**src/rtl/nas2_vrow_seq.sv**
```systemverilog
// nas2_vrow_seq
// Vertical row sequencer for the NASCOM 2 video path. It drives the vertical
// timing PROM address (a4..a0), acts on the PROM /ld strobe to reload the row
// counter, registers the PROM /vblank strobe and produces scan line, VDU row,
// frame-start and vsync timing for the video RAM addressing and sync logic.
module nas2_vrow_seq #(
   parameter int ROW_LINES   = 16,
   parameter int VSYNC_LINES = 4,
   parameter int LOAD_VALUE  = 11
) (
   input  logic       clk,
   input  logic       rst_n,
   input  logic       line_tick,
   input  logic       prom_d1,
   input  logic       prom_d0,
   output logic       prom_ce_n,
   output logic       a4,
   output logic       a3,
   output logic       a2,
   output logic       a1,
   output logic       a0,
   output logic [3:0] scan,
   output logic [3:0] vdu_row,
   output logic       vblank_n,
   output logic       frame_start,
   output logic       vsync_n
);

   localparam logic [3:0] SCAN_LAST  = 4'(ROW_LINES - 1);
   localparam logic [3:0] VSYNC_LAST = 4'(VSYNC_LINES - 1);
   localparam logic [4:0] ROW_LOAD   = 5'(LOAD_VALUE);

   logic [4:0] row;
   logic [3:0] vsync_cnt;
   logic       active;
   logic       line_evt;
   logic       row_adv;
   logic       wrap;

   // The PROM outputs are only trusted once the PROM is enabled, so every
   // event that looks at prom_d0/prom_d1 is qualified by the enable. This
   // keeps X/Z on the PROM pins during reset from reaching any state.
   assign active   = ~prom_ce_n;
   assign line_evt = active & line_tick;
   assign row_adv  = line_evt & (scan == SCAN_LAST);
   assign wrap     = row_adv & prom_d0 & (row == 5'd31);

   assign a4      = row[4];
   assign a3      = row[3];
   assign a2      = row[2];
   assign a1      = row[1];
   assign a0      = row[0];
   assign vdu_row = row[3:0];

   // PROM enable: held off during reset, enabled from the first released edge.
   always_ff @(posedge clk) begin
      if (!rst_n) begin
         prom_ce_n <= 1'b1;
      end else begin
         prom_ce_n <= 1'b0;
      end
   end

   // Scan line counter and row counter; a scan wrap is the only moment the
   // row may change, and a low /ld at that moment reloads instead of counting.
   always_ff @(posedge clk) begin
      if (!rst_n) begin
         scan <= 4'd0;
         row  <= 5'd0;
      end else if (line_evt) begin
         if (scan == SCAN_LAST) begin
            scan <= 4'd0;
            if (!prom_d0) begin
               row <= ROW_LOAD;
            end else begin
               row <= row + 5'd1;
            end
         end else begin
            scan <= scan + 4'd1;
         end
      end
   end

   // Blanking strobe: one register stage after the combinational PROM output.
   always_ff @(posedge clk) begin
      if (!rst_n) begin
         vblank_n <= 1'b0;
      end else if (active) begin
         vblank_n <= prom_d1;
      end else begin
         vblank_n <= 1'b0;
      end
   end

   // Frame start on the 31->0 wrap, and vsync held low for VSYNC_LINES line
   // ticks after it; a new frame start always restarts the vsync count.
   always_ff @(posedge clk) begin
      if (!rst_n) begin
         frame_start <= 1'b0;
         vsync_n     <= 1'b1;
         vsync_cnt   <= 4'd0;
      end else begin
         frame_start <= wrap;
         if (wrap) begin
            vsync_n   <= 1'b0;
            vsync_cnt <= 4'd0;
         end else if (line_evt && !vsync_n) begin
            if (vsync_cnt == VSYNC_LAST) begin
               vsync_n <= 1'b1;
            end else begin
               vsync_cnt <= vsync_cnt + 4'd1;
            end
         end
      end
   end

endmodule

```
**config.mk**
```make
export PLATFORM = sky130hd
export DESIGN_NAME = nas2_vrow_seq
export DESIGN_NICKNAME = d
export VERILOG_FILES = /design/src/rtl/nas2_vrow_seq.sv
export SDC_FILE = /design/constraint.sdc
export NUM_CORES = 1
export LEC_CHECK = 0
export ABC_AREA = 1
export CORE_MARGIN = 5
export CORE_UTILIZATION = 45
export DETAILED_ROUTE_END_ITERATION = 12
export PLACE_DENSITY = 0.75
export SLEW_MARGIN = 20
export SYNTH_ARGS = -nofsm -noshare
export SYNTH_HDL_FRONTEND = slang
export SYNTH_SLANG_ARGS = --single-unit
```
**constraint.sdc**
```tcl
create_clock -name clk -period 4 [get_ports clk]
set_clock_uncertainty 0.1 [all_clocks]
set_input_delay 1.2 -clock clk [delete_from_list [all_inputs] [get_ports clk]]
set_output_delay 1.2 -clock clk [all_outputs]
set_load 0.1 [all_outputs]
```
==> results of run 1 <==
[power by group]
part           switching (uW)  internal (uW)
Clock                    52.1           38.7
Sequential               2.68            172
Combinational            27.8           9.90
Total                    82.6            220
[per-stage QoR]
step           hold slack [ns]  setup WS [ns]  utilization  std cells  area, sq um
2_1_floorplan            0.357           1.27            -        112          842
3_3_place_gp             0.371           1.29        0.579        153         1010
3_5_place_dp             0.381           1.29        0.579        153         1010
4_1_cts                  0.397          0.966        0.594        157         1040
5_1_grt                  0.432          0.929        0.594        157         1040
6_report                 0.396          0.981        0.594        157         1040
[flip-flops by register name, indices dropped and copies added (netlist names)]
signal / cells
vsync_cnt: 4
row: 5
vsync_n: 1
prom_ce_n: 1
scan: 4
vblank_n: 1
frame_start: 1
[logic make-up after synthesis]
logic type      count (synthesis)  share of synthesized area
buf+inv                        19                      0.104
fa+ha+maj                       4                     0.0594
simple gates                   56                      0.328
flops                          17                      0.404
compound gates                 14                     0.0832
xor+xnor                        2                     0.0208
[layer usage]
metal / GRT usage / wire [um] / up-vias
met5: 0 / 0 / -
met4: 0.0255 / 19 / 0
met3: 0.0535 / 63 / 2
met2: 0.224 / 777 / 16
met1: 0.172 / 759 / 328
li1: - / - / 396
[worst max path at each step]
| stage | start | endpoint | slack, ns | cells past startpoint |
|---|---|---|---|---|
| final | frame_start | frame_start | 0.98 | 1 |
| after global routing | frame_start | frame_start | 0.93 | 1 |
| after CTS | frame_start | frame_start | 0.97 | 1 |
| after detailed placement | frame_start | frame_start | 1.29 | 1 |
| after global placement | frame_start | frame_start | 1.29 | 1 |
| after floorplan | row[2] | vdu_row[2] | 1.27 | 1 |
[area by class of cell]
class | instances | share of cell area
Multi-Input combinational cell | 76 | 0.399
Sequential cell | 17 | 0.328
Timing Repair Buffer | 21 | 0.166
Inverter | 14 | 0.0507
Tap cell | 25 | 0.0302
Clock buffer | 4 | 0.0253
[cells in the mapped netlist]
master    n
nand2_1  23
dfxtp_1  17
inv_1    10
nand3_1   9
nor2_1    9
a21oi_1   8
buf_4     4
ha_1      4
inv_2     4
nand2_2   3
nand4_1   3
nor2_2    3
o21ai_0   3
o21ai_1   3
nor2_4    2
xor2_1    2
and3_1    1
buf_2     1
nand2_4   1
nand3_2   1
nor3_1    1
==> flow_metrics.py, run 1 <==
metrics = {
    "layout": {
        "layout_common_cells": "23 x nand2_1, 17 x dfxtp_1, 15 x buf_4",
        "area_growth_pct": 23.2,
        "nFillCells": 173,
        "regArea_sq_um": 340,
        "nets": 142,
        "insertedDiodeCount": 0,
        "multi_input_area_sq_um": 414,
        "drive_above_1_share": 0.242,
        "final_common_cell": "nand2_1",
    },
    "clock_network": {
        "clock-sinks": 17,
        "post_cts_resize_count": 0,
        "h-tree-depth": 1,
        "clk_latency_ns": 0.28,
        "ctsHoldBuffers": 0,
        "root_buffer": "clkbuf_4",
        "clkSlewWorstSetupHoldPaths_ns": 0.10,
        "cts.path.max_buffers": 2,
        "cts_buffers": 3,
        "cts_tree": "done",
        "post-cts-setup-buffers": 0,
    },
    "routing": {
        "routed_wl_mm": 1.62,
        "drtPass1Iterations": 2,
        "ant_nets": 0,
        "wl_per_cell_um": 10.3,
        "drt-initial-drc-count": 8,
        "drc": 0,
        "dr_total_vias": 742,
        "viasPerCell": 4.73,
    },
    "sta": {
        "period_minus_slack_ns": 3.02,
        "finalCritPeriodShare": 0.755,
        "slew-limit-headroom": 0.356,
        "finalMaxSlewViolations": 0,
        "worstMarginPinSlew_ns": 0.962,
        "setup_viol": 0,
        "rsz0062_at_grt": "false",
        "max_freq_ghz": 0.331,
        "hold_violations": 0,
        "tns_ns": 0,
    },
    "synth": {
        "synth-seq-area-share": 0.404,
        "yosys.cell_types.count": 21,
        "ys_top_cells_by_area": "dfxtp_1 40%, nand2_1 10%, ha_1 5.9%",
        "syn_avg_cell_area_sq_um": 7.52,
        "synth_warnings": 0,
        "synth_top_area_frac": 0.404,
        "post-synth-top-area-cell": "dfxtp_1",
        "synth_nets": 121,
        "syn_inst": 112,
        "yosys_register_bits": 17,
        "synth.cell_area_sq_um": 842,
    },
    "die": {
        "dieArea_sq_um": 2840,
        "die_h_um": 53.3,
        "start_util": 0.482,
        "ios": 22,
        "num_rows": 15,
        "core_area_sq_um": 1750,
        "die_x_um": 53.3,
    },
    "placement": {
        "post-dp-hpwl_mm": 1.27,
        "port_buffers": 21,
        "gp_congestion": 0.709,
    },
    "pwr": {
        "powerDensity_nw_per_um2": 292,
        "cellLeakagePower_uw": 0.000473,
        "vdd_drop_max_uv": 264,
        "total_power_uw": 303,
    },
    "global_route": {
        "antenna_found_initial": 0,
        "grt_usage": 0.138,
        "grt_start_max_net_pins": 13,
        "overflow": 0,
        "grt_pass1_wl_mm": 2.91,
        "grt_pass1_vias": 712,
    },
    "hold_path": {
        "hold_path.class": "reg2reg",
        "hold_start": "vsync_cnt[3]",
        "hold_depth": 2,
        "hold_path_end": "vsync_cnt[3]",
    },
    "setup_path": {
        "ff2ff_path_depth": 6,
        "cpPeakStageDelay_ns": 1.12,
        "cp_max_fo": 1,
        "critPathKind": "reg2out",
        "cp_slowest_cell": "clkdlybuf4s50_1",
        "cp_data_required_time_ns": 2.70,
        "ff2ff_setup_slack_ns": 2.46,
        "cp_top_family": "buffers and inverters",
        "endpoint_kind": "output port",
        "arrival_ns": 1.72,
        "worst-path-buf-inv": 1,
        "crit_path_start_kind": "flip-flop",
        "r2r_start": "row[0]",
        "r2r-end": "vsync_cnt[0]",
        "path_cells": "clkdlybuf4s50_1",
    },
    "run_status": {
        "outcome": "complete, no violations",
    },
    "run": {
        "maxCapViolCount": 0,
    },
}
(Power assumes the default switching activity.)
==> run 2, diff against run 1 <==
==> constraint.sdc (replaced) <==
create_clock -name clk -period 2.8 [get_ports clk]
set_clock_uncertainty 0.1 [all_clocks]
set_input_delay 0.84 -clock clk [delete_from_list [all_inputs] [get_ports clk]]
set_output_delay 0.84 -clock clk [all_outputs]
set_load 0.1 [all_outputs]
==> flow_metrics.py, run 2 (synthesized netlist as in run 1, its figures left out) <==
metrics = {
    "setup_path": {
        "cp_top_family": "flip-flops",
        "critPathKind": "reg2out",
        "ff2ff_setup_slack_ns": 1.32,
        "worst-path-buf-inv": 1,
        "r2r_start": "row[1]",
        "path_cells": "buf_4",
        "cp_data_required_time_ns": 1.86,
        "ff2ff_path_depth": 6,
        "crit_path_start_kind": "flip-flop",
        "r2r-end": "vsync_cnt[0]",
        "cp_max_fo": 6,
        "cp_slowest_cell": "dfxtp_1",
        "arrival_ns": 1.07,
        "cpPeakStageDelay_ns": 0.46,
        "endpoint_kind": "output port",
    },
    "placement": {
        "port_buffers": 21,
        "dpl_cell_area_sq_um": 1010,
        "gp_congestion": 0.720,
        "post-dp-hpwl_mm": 1.27,
    },
    "sta": {
        "worstMarginPinSlew_ns": 0.402,
        "slew-limit-headroom": 0.731,
        "rsz0062_at_grt": "false",
        "period_minus_slack_ns": 2.01,
        "tns_ns": 0,
        "setup_viol": 0,
        "hold_violations": 0,
        "finalMaxSlewViolations": 0,
        "max_freq_ghz": 0.497,
        "finalCritPeriodShare": 0.719,
        "whs_ns": 0.398,
    },
    "routing": {
        "viasPerCell": 4.73,
        "ant_nets": 0,
        "drt-initial-drc-count": 1,
        "dr_total_vias": 742,
        "wl_per_cell_um": 10.1,
        "drc": 0,
        "drtPass1Iterations": 4,
        "routed_wl_mm": 1.58,
    },
    "hold_path": {
        "hold_depth": 2,
        "hold_path_end": "vsync_cnt[1]",
        "hold_start": "vsync_cnt[1]",
        "hold_path.class": "reg2reg",
    },
    "global_route": {
        "overflow": 0,
        "grt_usage": 0.134,
        "grt_pass1_wl_mm": 2.84,
        "grt_pass1_vias": 682,
        "grt_start_max_net_pins": 13,
        "antenna_found_initial": 0,
    },
    "run_status": {
        "outcome": "complete, no violations",
    },
    "layout": {
        "largest_reg_flops": 5,
        "drive_above_1_share": 0.258,
        "nFillCells": 183,
        "final_area_sq_um": 1030,
        "top_register": "row",
        "nets": 142,
        "area_growth_pct": 22.6,
        "reg_top3": "row (5), scan (4), vsync_cnt (4)",
        "layout_common_cells": "23 x nand2_1, 17 x dfxtp_1, 17 x buf_4",
        "final_util": 0.591,
        "final_common_cell": "nand2_1",
        "insertedDiodeCount": 0,
    },
    "clock_network": {
        "clkSlewWorstSetupHoldPaths_ns": 0.09,
        "post-cts-setup-buffers": 0,
        "h-tree-depth": 1,
        "clk_latency_ns": 0.28,
        "cts_buffers": 3,
        "ctsHoldBuffers": 0,
        "post_cts_resize_count": 0,
        "cts_tree": "done",
        "clock-sinks": 17,
        "cts.path.max_buffers": 2,
        "root_buffer": "clkbuf_4",
    },
    "die": {
        "core_area_sq_um": 1750,
        "die_x_um": 53.3,
        "die_h_um": 53.3,
        "dieArea_sq_um": 2840,
        "start_util": 0.482,
        "ios": 22,
        "num_rows": 15,
    },
    "pwr": {
        "intPower_uw": 314,
        "total_power_uw": 429,
        "cellLeakagePower_uw": 0.000477,
        "powerDensity_nw_per_um2": 415,
        "switching_share": 0.267,
        "p_clk_frac": 0.293,
        "netSwitchingPower_uw": 115,
        "vdd_drop_max_uv": 249,
        "pwr-share-seq": 0.581,
        "p_comb_frac": 0.126,
    },
    "run": {
        "maxCapViolCount": 0,
    },
}
==> run 2: changes by cell type in the layout (fill, tap and decap cells not counted) <==
cell | previous run | this run
clkdlybuf4s50_1 | 6 | 4
buf_4 | 15 | 17
==> run 2: layer usage <==
metal | global-route usage | up-vias | part of all wire
met2 | 0.231 | 12 | 0.47
met3 | 0.0310 | 2 | 0.038
met5 | 0 | - | 0
met4 | 0.0383 | 0 | 0.0088
li1 | - | 395 | -
met1 | 0.163 | 333 | 0.48
==> run 2: worst max-delay path by stage <==
stage / start / endpoint / slack, ns / cells past startpoint
after floorplan: row[2] / vdu_row[2] / 0.43 / 1
after global placement: line_tick / vsync_cnt[1] / 0.65 / 6
after detailed placement: line_tick / vsync_cnt[0] / 0.60 / 6
after CTS: row[2] / vdu_row[2] / 0.78 / 1
after global routing: row[2] / vdu_row[2] / 0.74 / 1
final: row[2] / vdu_row[2] / 0.79 / 1
==> run 2: final cells by class <==
cell class	instances	area, sq um	share of cell area
well taps	25	31.3	0.0303
repair buffers	21	168	0.162
inverters	14	52.6	0.0509
clock buffers	4	26.3	0.0255
flip-flops and latches	17	340	0.330
multi-input cells	76	414	0.401
==> run 2: power groups by stage <==
stage                     clock, uW  sequential [uW]  combinational (uW)
after global placement            0              255                53.8
after global routing            145              250                57.4
after detailed placement          0              255                54.4
after floorplan                   0              279                14.0
after CTS                       132              249                54.5
final                           126              249                54.0
==> run 2: per-stage QoR <==
stage | instances | setup slack, ns
floorplan | 112 | 0.426
global placement | 153 | 0.646
detailed placement | 153 | 0.604
CTS | 157 | 0.781
global route | 157 | 0.742
finish | 157 | 0.787
==> run 3, diff against run 2 <==
==> constraint.sdc (replaced) <==
create_clock -name clk -period 2 [get_ports clk]
set_clock_uncertainty 0.1 [all_clocks]
set_input_delay 0.6 -clock clk [delete_from_list [all_inputs] [get_ports clk]]
set_output_delay 0.6 -clock clk [all_outputs]
set_load 0.1 [all_outputs]
==> flow_metrics.py, run 3 (synthesized netlist as in run 1, its figures left out) <==
metrics = {
    "clock_network": {
        "post-cts-setup-buffers": 0,
        "clock-sinks": 17,
        "clk_latency_ns": 0.29,
        "post_cts_resize_count": 0,
        "ctsHoldBuffers": 0,
        "root_buffer": "clkbuf_4",
        "clkSlewWorstSetupHoldPaths_ns": 0.09,
        "h-tree-depth": 1,
        "cts_buffers": 3,
        "cts_tree": "done",
        "cts.path.max_buffers": 2,
    },
    "placement": {
        "post-dp-hpwl_mm": 1.53,
        "port_buffers": 21,
        "gp_congestion": 0.757,
        "dp_worst_setup_slack_ns": 0.0772,
    },
    "layout": {
        "nets": 143,
        "final_util": 0.722,
        "insertedDiodeCount": 0,
        "top_register": "row",
        "drive_above_1_share": 0.308,
        "final_common_cell": "nand2_1",
        "layout_common_cells": "23 x nand2_1, 17 x buf_12, 11 x dfxtp_1",
        "reg_top3": "row (5), scan (4), vsync_cnt (4)",
        "largest_reg_flops": 5,
        "area_growth_pct": 49.6,
    },
    "pwr": {
        "p_clk_frac": 0.287,
        "pwr-share-seq": 0.569,
        "powerDensity_nw_per_um2": 491,
        "vdd_drop_max_uv": 353,
        "netSwitchingPower_uw": 164,
        "p_comb_frac": 0.144,
        "intPower_uw": 454,
        "cellLeakagePower_uw": 0.000538,
        "switching_share": 0.266,
    },
    "die": {
        "die_x_um": 53.3,
        "die_h_um": 53.3,
        "dieArea_sq_um": 2840,
        "ios": 22,
        "start_util": 0.482,
        "core_area_sq_um": 1750,
        "num_rows": 15,
    },
    "setup_path": {
        "cp_max_fo": 4,
        "cp_top_family": "flip-flops",
        "cpPeakStageDelay_ns": 0.49,
        "cp_data_required_time_ns": 1.30,
        "critPathKind": "reg2out",
        "arrival_ns": 1.00,
        "worst-path-buf-inv": 1,
        "crit_path_start_kind": "flip-flop",
        "path_cells": "buf_12",
        "endpoint_kind": "output port",
        "cp_slowest_cell": "dfxtp_1",
    },
    "sta": {
        "rsz0062_at_grt": "false",
        "setup_viol": 0,
        "hold_violations": 0,
        "whs_ns": 0.411,
        "slew-limit-headroom": 0.753,
        "period_minus_slack_ns": 1.70,
        "tns_ns": 0,
        "max_freq_ghz": 0.589,
        "finalCritPeriodShare": 0.849,
        "worstMarginPinSlew_ns": 0.369,
        "setup_ws_ns": 0.302,
        "finalMaxSlewViolations": 0,
    },
    "hold_path": {
        "hold_path.class": "reg2reg",
    },
    "routing": {
        "drt-initial-drc-count": 21,
        "drtPass1Iterations": 4,
        "wl_per_cell_um": 11.6,
        "routed_wl_mm": 1.84,
        "ant_nets": 0,
        "dr_total_vias": 790,
        "viasPerCell": 5.00,
        "drc": 0,
    },
    "run_status": {
        "outcome": "complete, no violations",
    },
    "run": {
        "maxCapViolCount": 0,
    },
    "global_route": {
        "grt_usage": 0.153,
        "antenna_found_initial": 0,
        "grt_pass1_wl_mm": 3.17,
        "grt_start_max_net_pins": 13,
        "grt_pass1_vias": 733,
        "overflow": 0,
    },
}
-- run 3: area by class of cell --
class	instances	area, sq um
clock buffers	4	26.3
fillers	138	485
inverters	14	52.6
multi-input cells	76	414
flip-flops and latches	17	348
well taps	25	31.3
repair buffers	22	388
-- run 3: worst paths after layout --
check               startpoint      endpoint  slack (ns)  cells past startpoint
setup / recovery     prom_ce_n     prom_ce_n        0.30                      1
hold / removal    vsync_cnt[1]  vsync_cnt[1]        0.41                      2
setup reg to reg        row[1]  vsync_cnt[3]        0.44                      6
hold reg to reg   vsync_cnt[1]  vsync_cnt[1]        0.41                      2
-- run 3: per-stage QoR --
| stage | std cells | area, sq um | total power, uW |
|---|---|---|---|
| floorplan | 112 | 850 | 411 |
| global placement | 154 | 1230 | 448 |
| detailed placement | 154 | 1230 | 450 |
| CTS | 158 | 1260 | 624 |
| global route | 158 | 1260 | 646 |
| finish | 158 | 1260 | 619 |
-- run 3: routing by layer --
layer / up-vias / GRT usage / part of all wire
li1: 400 / - / -
met5: - / 0 / 0
met2: 28 / 0.243 / 0.48
met3: 9 / 0.0310 / 0.048
met1: 353 / 0.193 / 0.44
met4: 0 / 0.0809 / 0.029
-- run 3: power by group through the flow --
stage	Combinational (uW)	Clock (uW)	Sequential, uW
after global routing	94.0	199	353
after CTS	89.7	182	352
after global placement	88.7	0	360
final	89.2	177	352
after floorplan	19.4	0	392
after detailed placement	89.8	0	360
